==> src/rtl/cruise_pkg.sv <==
// Shared types and saturating arithmetic for the cruise speed regulator.
package cruise_pkg;

    typedef enum logic [2:0] {
        ST_OFF    = 3'd0,
        ST_HOLD   = 3'd1,
        ST_ACCEL  = 3'd2,
        ST_DECEL  = 3'd3,
        ST_PAUSED = 3'd4
    } state_t;

    // One spare bit above the operand width, so the sum cannot wrap before clamping.
    function automatic logic [31:0] sat_add(input logic [31:0] a, input logic [31:0] b,
                                            input logic [31:0] lim);
        logic [32:0] s;
        s = {1'b0, a} + {1'b0, b};
        return (s > {1'b0, lim}) ? lim : s[31:0];
    endfunction

    function automatic logic [31:0] sat_sub(input logic [31:0] a, input logic [31:0] b);
        return (a < b) ? 32'd0 : a - b;
    endfunction

endpackage

==> src/rtl/cruise_step_timer.sv <==
// Decision pacing counter: wraps 0..STEP_CYCLES-1 while enabled, tick on the last count.
// Zero latency from count to tick; held at 0 when disabled or cleared, never stalls.
module cruise_step_timer #(
    parameter int STEP_CYCLES = 16
) (
    input  logic clk,
    input  logic rst_n,
    input  logic clr,
    input  logic en,
    output logic tick
);
    localparam int CW = $clog2(STEP_CYCLES);
    localparam logic [CW-1:0] LAST = CW'(STEP_CYCLES - 1);

    logic [CW-1:0] cnt;

    assign tick = en && !clr && (cnt == LAST);

    always_ff @(posedge clk or negedge rst_n) begin
        if (!rst_n) begin
            cnt <= '0;
        end else if (clr || !en || tick) begin
            cnt <= '0;
        end else begin
            cnt <= cnt + CW'(1);
        end
    end

endmodule

==> src/rtl/cruise_speed_regulator.sv <==
// Cruise mode FSM driving the comparator B operand and accel/decel commands.
// Commands change one cycle after a tick or control event; no backpressure, decisions every STEP_CYCLES.
module cruise_speed_regulator
    import cruise_pkg::*;
#(
    parameter int W           = 8,
    parameter int STEP_CYCLES = 16,
    parameter int ADJ_STEP    = 1,
    parameter int MAX_SPEED   = 200
) (
    input  logic         clk,
    input  logic         rst_n,
    input  logic         cruise_en,
    input  logic         set_p,
    input  logic         resume_p,
    input  logic         inc_p,
    input  logic         dec_p,
    input  logic         brake,
    input  logic [W-1:0] speed_in,
    input  logic         cmp_l,
    input  logic         cmp_eq,
    input  logic         cmp_g,
    output logic [W-1:0] target,
    output logic         accel,
    output logic         decel,
    output logic         engaged,
    output logic         cmp_fault
);
    state_t       state, state_nxt;
    logic [2:0]   cmp_q;
    logic         tick, tmr_clr, engaged_st, fault_set;
    logic         accel_nxt, decel_nxt, engaged_nxt;
    logic [W-1:0] target_nxt;

    assign engaged_st = (state == ST_HOLD) || (state == ST_ACCEL) || (state == ST_DECEL);

    cruise_step_timer #(.STEP_CYCLES(STEP_CYCLES)) u_timer (
        .clk  (clk),
        .rst_n(rst_n),
        .clr  (tmr_clr),
        .en   (engaged_st),
        .tick (tick)
    );

    always_ff @(posedge clk or negedge rst_n) begin
        if (!rst_n) begin
            state     <= ST_OFF;
            target    <= '0;
            accel     <= 1'b0;
            decel     <= 1'b0;
            engaged   <= 1'b0;
            cmp_fault <= 1'b0;
            cmp_q     <= 3'b000;
        end else begin
            state     <= state_nxt;
            target    <= target_nxt;
            accel     <= accel_nxt;
            decel     <= decel_nxt;
            engaged   <= engaged_nxt;
            cmp_fault <= cmp_fault | fault_set;
            cmp_q     <= {cmp_l, cmp_eq, cmp_g};
        end
    end

    always_comb begin
        state_nxt = state;
        tmr_clr   = 1'b0;
        fault_set = 1'b0;
        if (!cruise_en) begin
            state_nxt = ST_OFF;
        end else if (brake) begin
            if (engaged_st) state_nxt = ST_PAUSED;
        end else if (set_p) begin
            state_nxt = ST_HOLD;
            tmr_clr   = 1'b1;
        end else if (resume_p) begin
            if (state == ST_PAUSED) begin
                state_nxt = ST_HOLD;
                tmr_clr   = 1'b1;
            end
        end else if (tick) begin
            // cmp_q is {L, EQ, G}; anything not one-hot is a broken comparator.
            case (cmp_q)
                3'b100:  state_nxt = ST_ACCEL;
                3'b001:  state_nxt = ST_DECEL;
                3'b010:  state_nxt = ST_HOLD;
                default: begin
                    state_nxt = ST_HOLD;
                    fault_set = 1'b1;
                end
            endcase
        end
    end

    always_comb begin
        accel_nxt   = (state_nxt == ST_ACCEL);
        decel_nxt   = (state_nxt == ST_DECEL);
        engaged_nxt = (state_nxt == ST_HOLD) || (state_nxt == ST_ACCEL) || (state_nxt == ST_DECEL);
        target_nxt  = target;
        if (cruise_en && !brake && set_p) begin
            target_nxt = W'(sat_add(32'(speed_in), 32'd0, 32'(MAX_SPEED)));
        end else if (cruise_en && (state != ST_OFF) && (inc_p ^ dec_p)) begin
            if (inc_p) target_nxt = W'(sat_add(32'(target), 32'(ADJ_STEP), 32'(MAX_SPEED)));
            else       target_nxt = W'(sat_sub(32'(target), 32'(ADJ_STEP)));
        end
    end

endmodule

==> config.mk <==
export PLATFORM = sky130hd
export DESIGN_NAME = cruise_speed_regulator
export DESIGN_NICKNAME = d
export VERILOG_FILES = /design/src/rtl/cruise_pkg.sv /design/src/rtl/cruise_step_timer.sv /design/src/rtl/cruise_speed_regulator.sv
export SDC_FILE = /design/constraint.sdc
export NUM_CORES = 1
export LEC_CHECK = 0
export CAP_MARGIN = 30
export CORE_MARGIN = 4
export CORE_UTILIZATION = 37
export DETAILED_ROUTE_END_ITERATION = 8
export PLACE_DENSITY = 0.59
export SLEW_MARGIN = 10
export SYNTH_ARGS = -nofsm -noshare
export SYNTH_HDL_FRONTEND = slang
export SYNTH_SLANG_ARGS = --single-unit
==> constraint.sdc <==
create_clock -name clk -period 3.2 [get_ports clk]
set_clock_uncertainty 0.15 [all_clocks]
set_input_delay 0.64 -clock clk [delete_from_list [all_inputs] [get_ports clk]]
set_output_delay 0.64 -clock clk [all_outputs]
set_load 0.05 [all_outputs]
==> flow_metrics.env, run 1 <==
export IMPL_status="finished, final reports clean"
export IMPL_fp_row_count=24
export IMPL_layout_drive_gt1_share_pct=7.30
export IMPL_dr_first_iter_drc_count=59
export IMPL_die_width_um=76.4
export IMPL_yosysTopAreaCell="dfrtp_1"
export IMPL_gp_congestion=0.879
export IMPL_cp_start_kind="primary input"
export IMPL_grt_pass1_vias=1592
export IMPL_peakVddDrop_uv=244
export IMPL_yosysWarnings=0
export IMPL_slew_viol_final=0
export IMPL_p_seq_share_pct=33.6
export IMPL_path_max_fanout=13
export IMPL_arrival_ns=2.72
export IMPL_p_total_uw=1160
export IMPL_leakage_uw=0.000856
export IMPL_synth_edf_count=0
export IMPL_synth_top_family_by_area="simple AND/OR/NAND/NOR gates"
export IMPL_holdWs_ns=0.324
export IMPL_cts_buffers=3
export IMPL_avgViaCountPerCell=6.09
export IMPL_critical_path_max_stage_delay_ns=0.56
export IMPL_rsz0062_at_grt="false"
export IMPL_firstDrtPassIters=4
export IMPL_ys_top_cells_by_area="dfrtp_1, nand2_1, o21ai_0, a31oi_1, ha_1"
export IMPL_drc=0
export IMPL_grt_use_total_pct=16.4
export IMPL_cp_startpoint="brake"
export IMPL_worst_path_stages=6
export IMPL_p_sw_uw=481
export IMPL_tritoncts="yes"
export IMPL_slowest_stage="clkdlybuf4s50_1"
export IMPL_ant_nets=0
export IMPL_cts_buffer_depth=2
export IMPL_synth_area_um2=1730
export IMPL_grt_pass1_wl_mm=7.91
export IMPL_grt_overflow=0
export IMPL_final_cell_mix="clkdlybuf4s50_1, nand2_1, dfrtp_1, o21ai_0, nor2_1"
export IMPL_min_path_type="reg2reg"
export IMPL_fp_coreArea_um2=4440
export IMPL_sw_frac_of_total_pct=41.7
export IMPL_multi_input_area_um2=1080
export IMPL_synth_xor_xnor_area_share_pct=4.55
export IMPL_clock_sinks=22
export IMPL_synth_top_cell_area_share_pct=31.8
export IMPL_power_density_nw_per_um2=540
export IMPL_regArea_um2=551
export IMPL_synth_compound_area_share_pct=26.8
export IMPL_worst_r2r_cell_count=5
export IMPL_syn_inst=207
export IMPL_reg2reg_slack_ns=0.81
export IMPL_maxSlewHeadroom_pct=62.8
export IMPL_cts_hold_buffers=0
export IMPL_ys_types=56
export IMPL_intPower_uw=674
export IMPL_wl_mm=4.64
export IMPL_maxCapViolCount=0
export IMPL_synth_flop_cell="dfrtp_1"
export IMPL_die_h_um=76.4
export IMPL_worstReg2RegStart="target[4]"
export IMPL_period_needed_ns=2.69
export IMPL_area_growth_pct=23.5
export IMPL_synth_async_reset_ratio_pct=100
export IMPL_post_cts_setup_buffers=0
export IMPL_avgSynthCellArea_um2=8.37
export IMPL_required_ns=3.23
export IMPL_fmax_mhz=372
export IMPL_cp_top_family="simple AND/OR/NAND/NOR gates"
export IMPL_cts_resized=0
export IMPL_worst_pin_slew_ns=0.558
export IMPL_htreeDepth=1
export IMPL_fin_crit_sh_pct=84.0
export IMPL_start_util_pct=39.0
export IMPL_insertion_delay_ns=0.26
export IMPL_fill_cells=454
export IMPL_clk_pin_slew_ns=0.08
export IMPL_finalHoldViolCount=0
export IMPL_port_buffer_count=30
export IMPL_nets=257
export IMPL_die_area_um2=5840
export IMPL_ioPinCount=31
export IMPL_n_antenna_cell=0
export IMPL_synth_mux_area_share_pct=1.16
export IMPL_synth_seq_area_share_pct=31.8
export IMPL_layout_cells_most_common="clkdlybuf4s50_1"
export IMPL_cts_root_buf="clkbuf_8"
export IMPL_path_cells="clkdlybuf4s50_1, and3b_1, or3_1, nor3_2, a32oi_1, nor3_1"
export IMPL_num_vias=1736
export IMPL_grt_max_degree=23
export IMPL_dp_hpwl_mm=3.57
export IMPL_crit_end="decel"
export IMPL_crit_type="in2reg"
export IMPL_yosys_area_share_simple_pct=27.1
export IMPL_combPwrFrac_pct=44.0
export IMPL_clkPwrFrac_pct=22.4
export IMPL_grt_antenna_before_repair=0
export IMPL_crit_buf_inv=1
export IMPL_ys_ff_latch=22
export IMPL_routedWlPerCell_um=16.3
export IMPL_setup_viol=0
export IMPL_synth_nets=230
export IMPL_yosys_area_share_adder_pct=2.89
export IMPL_finalSetupTns_ns=0
export IMPL_crit_path_end_kind="flop"
export IMPL_r2r_end="target[2]"
worst register-to-register path: stages, from the launching register on:
cell      delay [ns]
dfrtp_1         0.70
nand2_1         0.21
o311ai_0        0.50
o31ai_1         0.13
o21ai_0         0.38
o221ai_1        0.19
cell type report:
type,count,area share (%)
multi-input cells,163,50.6
flip-flops and latches,22,25.7
repair buffers,35,15.8
well taps,52,3.04
clock buffers,3,1.93
inverters,9,1.58
clock inverters,1,1.40
power groups by stage:
stage	Combinational (uW)	Sequential, uW	Clock, uW
2_1_floorplan	291	441	0
3_3_place_gp	509	397	0
3_5_place_dp	506	393	0
4_1_cts	508	389	267
5_1_grt	554	401	281
6_report	509	388	258
cells by family after synthesis:
logic type / after synthesis
fa+ha+maj: 4
flops: 22
buf+inv: 22
compound gates: 68
mux: 2
xor+xnor: 9
simple gates: 80
synthesized netlist by cell type, types with 3 or more instances:
library cell,n
dfrtp_1,22
nand2_1,22
a211oi_1,4
ha_1,4
nor3b_1,3
a21oi_1,8
and3b_1,3
o31ai_1,6
nand4_1,5
buf_2,5
clkbuf_1,5
xor2_1,5
inv_1,9
xnor2_1,4
nand3_1,6
o21ai_0,16
a31oi_1,9
nor2_1,13
a211o_1,3
nor3_1,6
routing by layer:
metal	wire length, um	vias to the layer above	track usage (%)	part of all wire, %
met5	0	-	0	0
met4	65	0	5.62	1.4
met3	282	6	3.07	6.1
met2	2240	62	26.4	48
met1	2060	829	21.9	44
li1	-	839	-	-
per-stage QoR:
step / worst slack [ns] / instance area [um2] / util (%) / std cells
2_1_floorplan: 0.754 / 1730 / - / 207
6_report: 0.513 / 2140 / 48.2 / 285
3_5_place_dp: 0.249 / 2070 / 46.6 / 281
5_1_grt: 0.412 / 2140 / 48.2 / 285
3_3_place_gp: 0.332 / 2070 / 46.6 / 281
4_1_cts: 0.515 / 2140 / 48.2 / 285
sequential cells by signal (all words and copies together), names as in the netlist:
name         count
cmp_q            3
decel            1
target           8
engaged          1
cmp_fault        1
state            3
u_timer.cnt      4
accel            1
how the worst min path moves through the flow:
stage / start / end / slack, ns / depth (start not counted)
after CTS: cmp_fault / cmp_fault / 0.33 / 1
after detailed placement: cmp_fault / cmp_fault / 0.31 / 1
final: cmp_fault / cmp_fault / 0.32 / 1
after global routing: cmp_fault / cmp_fault / 0.35 / 1
after floorplan: rst_n / accel / 0.19 / 0
after global placement: cmp_fault / cmp_fault / 0.32 / 1
No activity file was read; power rests on OpenSTA's default activity.
==> inputs of run 2 (changes only) <==
--- a/config.mk
+++ b/config.mk
@@ -9,7 +9,7 @@
 export CORE_MARGIN = 4
 export CORE_UTILIZATION = 37
 export DETAILED_ROUTE_END_ITERATION = 8
-export PLACE_DENSITY = 0.59
+export PLACE_DENSITY = 0.61
 export SLEW_MARGIN = 10
 export SYNTH_ARGS = -nofsm -noshare
 export SYNTH_HDL_FRONTEND = slang
==> constraint.sdc (replaced) <==
create_clock -name clk -period 2.3 [get_ports clk]
set_clock_uncertainty 0.15 [all_clocks]
set_input_delay 0.46 -clock clk [delete_from_list [all_inputs] [get_ports clk]]
set_output_delay 0.46 -clock clk [all_outputs]
set_load 0.05 [all_outputs]
==> run 2 against run 1 <==
The flow now finishes with violations (design-rule violations). Power is 40% higher. Final cell count increased by 13%. Count of clock-buffer cells in the layout up 1. Clock power is 7% lower. Setup slack worse by 0.44 ns. Sequential cell count unchanged. Sequential power increased by 31%. Largest power group unchanged. Die area unchanged. Via count rose by 6.7%. Hold slack gained 0.0011 ns.
==> flow_metrics.env, run 2 (synthesis results as in run 1) <==
export IMPL_status="complete, but fails checks"
export IMPL_violations="design-rule violations"
export IMPL_top_regs="target: 8 flops, u_timer.cnt: 4 flops"
export IMPL_rsz0062_at_grt="true"
export IMPL_clkPwrFrac_pct=14.8
export IMPL_fp_coreArea_um2=4440
export IMPL_cp_startpoint="target[0]"
export IMPL_avgViaCountPerCell=5.74
export IMPL_slew_viol_final=0
export IMPL_leakage_uw=0.00104
export IMPL_ioPinCount=31
export IMPL_dr_first_iter_drc_count=111
export IMPL_largest_register="target"
export IMPL_grt_pass1_vias=1832
export IMPL_reg2reg_slack_ns=0.09
export IMPL_fin_area_um2=2420
export IMPL_die_area_um2=5840
export IMPL_crit_path_end_kind="primary output"
export IMPL_die_h_um=76.4
export IMPL_die_width_um=76.4
export IMPL_routedWlPerCell_um=16.1
export IMPL_met3_wirelength_um=226
export IMPL_fin_crit_sh_pct=97.0
export IMPL_p_seq_share_pct=31.5
export IMPL_layout_drive_gt1_share_pct=25.8
export IMPL_combPwrFrac_pct=53.7
export IMPL_cts_hold_buffers=0
export IMPL_cts_root_buf="clkbuf_8"
export IMPL_finalSetupTns_ns=0
export IMPL_firstDrtPassIters=7
export IMPL_nets=295
export IMPL_grt_max_degree=23
export IMPL_period_needed_ns=2.23
export IMPL_grt_pass1_wl_mm=8.60
export IMPL_dp_hpwl_mm=4.11
export IMPL_worst_pin_slew_ns=0.502
export IMPL_cts_buffers=3
export IMPL_tritoncts="yes"
export IMPL_finalHoldViolCount=0
export IMPL_hold_start="cmp_fault"
export IMPL_grt_use_total_pct=17.6
export IMPL_grt_antenna_before_repair=0
export IMPL_peakVddDrop_uv=357
export IMPL_ant_nets=0
export IMPL_largest_reg_flops=8
export IMPL_crit_type="reg2out"
export IMPL_final_cell_mix="buf_4, nand2_1, clkdlybuf4s50_1, dfrtp_1, o21ai_0"
export IMPL_start_util_pct=39.0
export IMPL_area_growth_pct=39.6
export IMPL_clock_sinks=22
export IMPL_drc=2
export IMPL_setup_viol=0
export IMPL_arrival_ns=1.62
export IMPL_min_path_type="reg2reg"
export IMPL_maxCapViolCount=0
export IMPL_n_antenna_cell=0
export IMPL_intPower_uw=925
export IMPL_power_density_nw_per_um2=669
export IMPL_htreeDepth=1
export IMPL_grt_overflow=0
export IMPL_worstReg2RegStart="target[0]"
export IMPL_p_sw_uw=693
export IMPL_sw_frac_of_total_pct=42.9
export IMPL_num_vias=1853
export IMPL_cp_start_kind="flop"
export IMPL_place_area_um2=2320
export IMPL_required_ns=1.69
export IMPL_layout_cells_most_common="buf_4"
export IMPL_clk_pin_slew_ns=0.08
export IMPL_maxSlewHeadroom_pct=66.5
export IMPL_gp_congestion=0.897
export IMPL_path_max_fanout=10
export IMPL_fmax_mhz=448
export IMPL_dr_wl_met2_mm=2.61
export IMPL_cts_buffer_depth=2
export IMPL_insertion_delay_ns=0.26
export IMPL_fp_row_count=24
export IMPL_top_layer="met4"
export IMPL_wl_mm=5.20
export IMPL_drt_met1_wl_mm=2.31
export IMPL_port_buffer_count=30
-- run 2: worst paths after layout --
check,to,cells after the start
max in group asynchronous,target[2],2
min in group asynchronous,target[1],2
hold / removal,cmp_fault,1
setup / recovery,target[0],2
setup reg to reg,target[0],7
hold reg to reg,cmp_fault,1
-- run 2: critical path: stages, from the launching register on --
cell and delay [ns]:
dfrtp_2 0.39, buf_4 0.17, clkdlybuf4s50_1 0.81
-- run 2: cell type report --
class	count	area [um2]
clock buffers	4	45.0
fillers	419	2020
inverters	9	33.8
multi-input cells	163	1110
flip-flops and latches	22	554
well taps	52	65.1
repair buffers	73	608
-- run 2: timing repair --
item                       4_1_cts  5_1_grt
setup endpoints to repair        0        4
resized for setup                0        9
setup buffers                    0        3
-- run 2: power by group through the flow --
stage / Clock (uW) / Sequential [uW] / Combinational (uW)
2_1_floorplan: 0 / 618 / 411
3_3_place_gp: 0 / 517 / 857
3_5_place_dp: 0 / 514 / 857
4_1_cts: 250 / 508 / 859
5_1_grt: 262 / 517 / 940
6_report: 239 / 509 / 869
-- run 2: per-layer routing --
layer | global-route usage (%) | vias to the layer above
met2 | 29.8 | 49
met1 | 23.3 | 891
met5 | 0 | -
met3 | 2.48 | 4
li1 | - | 909
met4 | 4.71 | 0
-- run 2: stage by stage --
step / worst slack (ns) / utilization [%] / total power [uW] / std cells / hold WS (ns)
after floorplan: 0.0104 / - / 1030 / 207 / 0.0144
after global placement: -0.0676 / 52.3 / 1370 / 316 / 0.317
after detailed placement: -0.119 / 52.3 / 1370 / 316 / 0.314
after CTS: 0.00437 / 53.3 / 1620 / 320 / 0.331
after global routing: -0.0131 / 54.4 / 1720 / 323 / 0.361
final: 0.0682 / 54.4 / 1620 / 323 / 0.325
==> inputs of run 3 (changes only) <==
--- a/config.mk
+++ b/config.mk
@@ -10,6 +10,7 @@
 export CORE_UTILIZATION = 37
 export DETAILED_ROUTE_END_ITERATION = 8
 export PLACE_DENSITY = 0.61
+export SKIP_CTS_REPAIR_TIMING = 1
 export SLEW_MARGIN = 10
 export SYNTH_ARGS = -nofsm -noshare
 export SYNTH_HDL_FRONTEND = slang
==> results of run 3 <==
Final layout, timing and power as in run 2 (identical DEF).
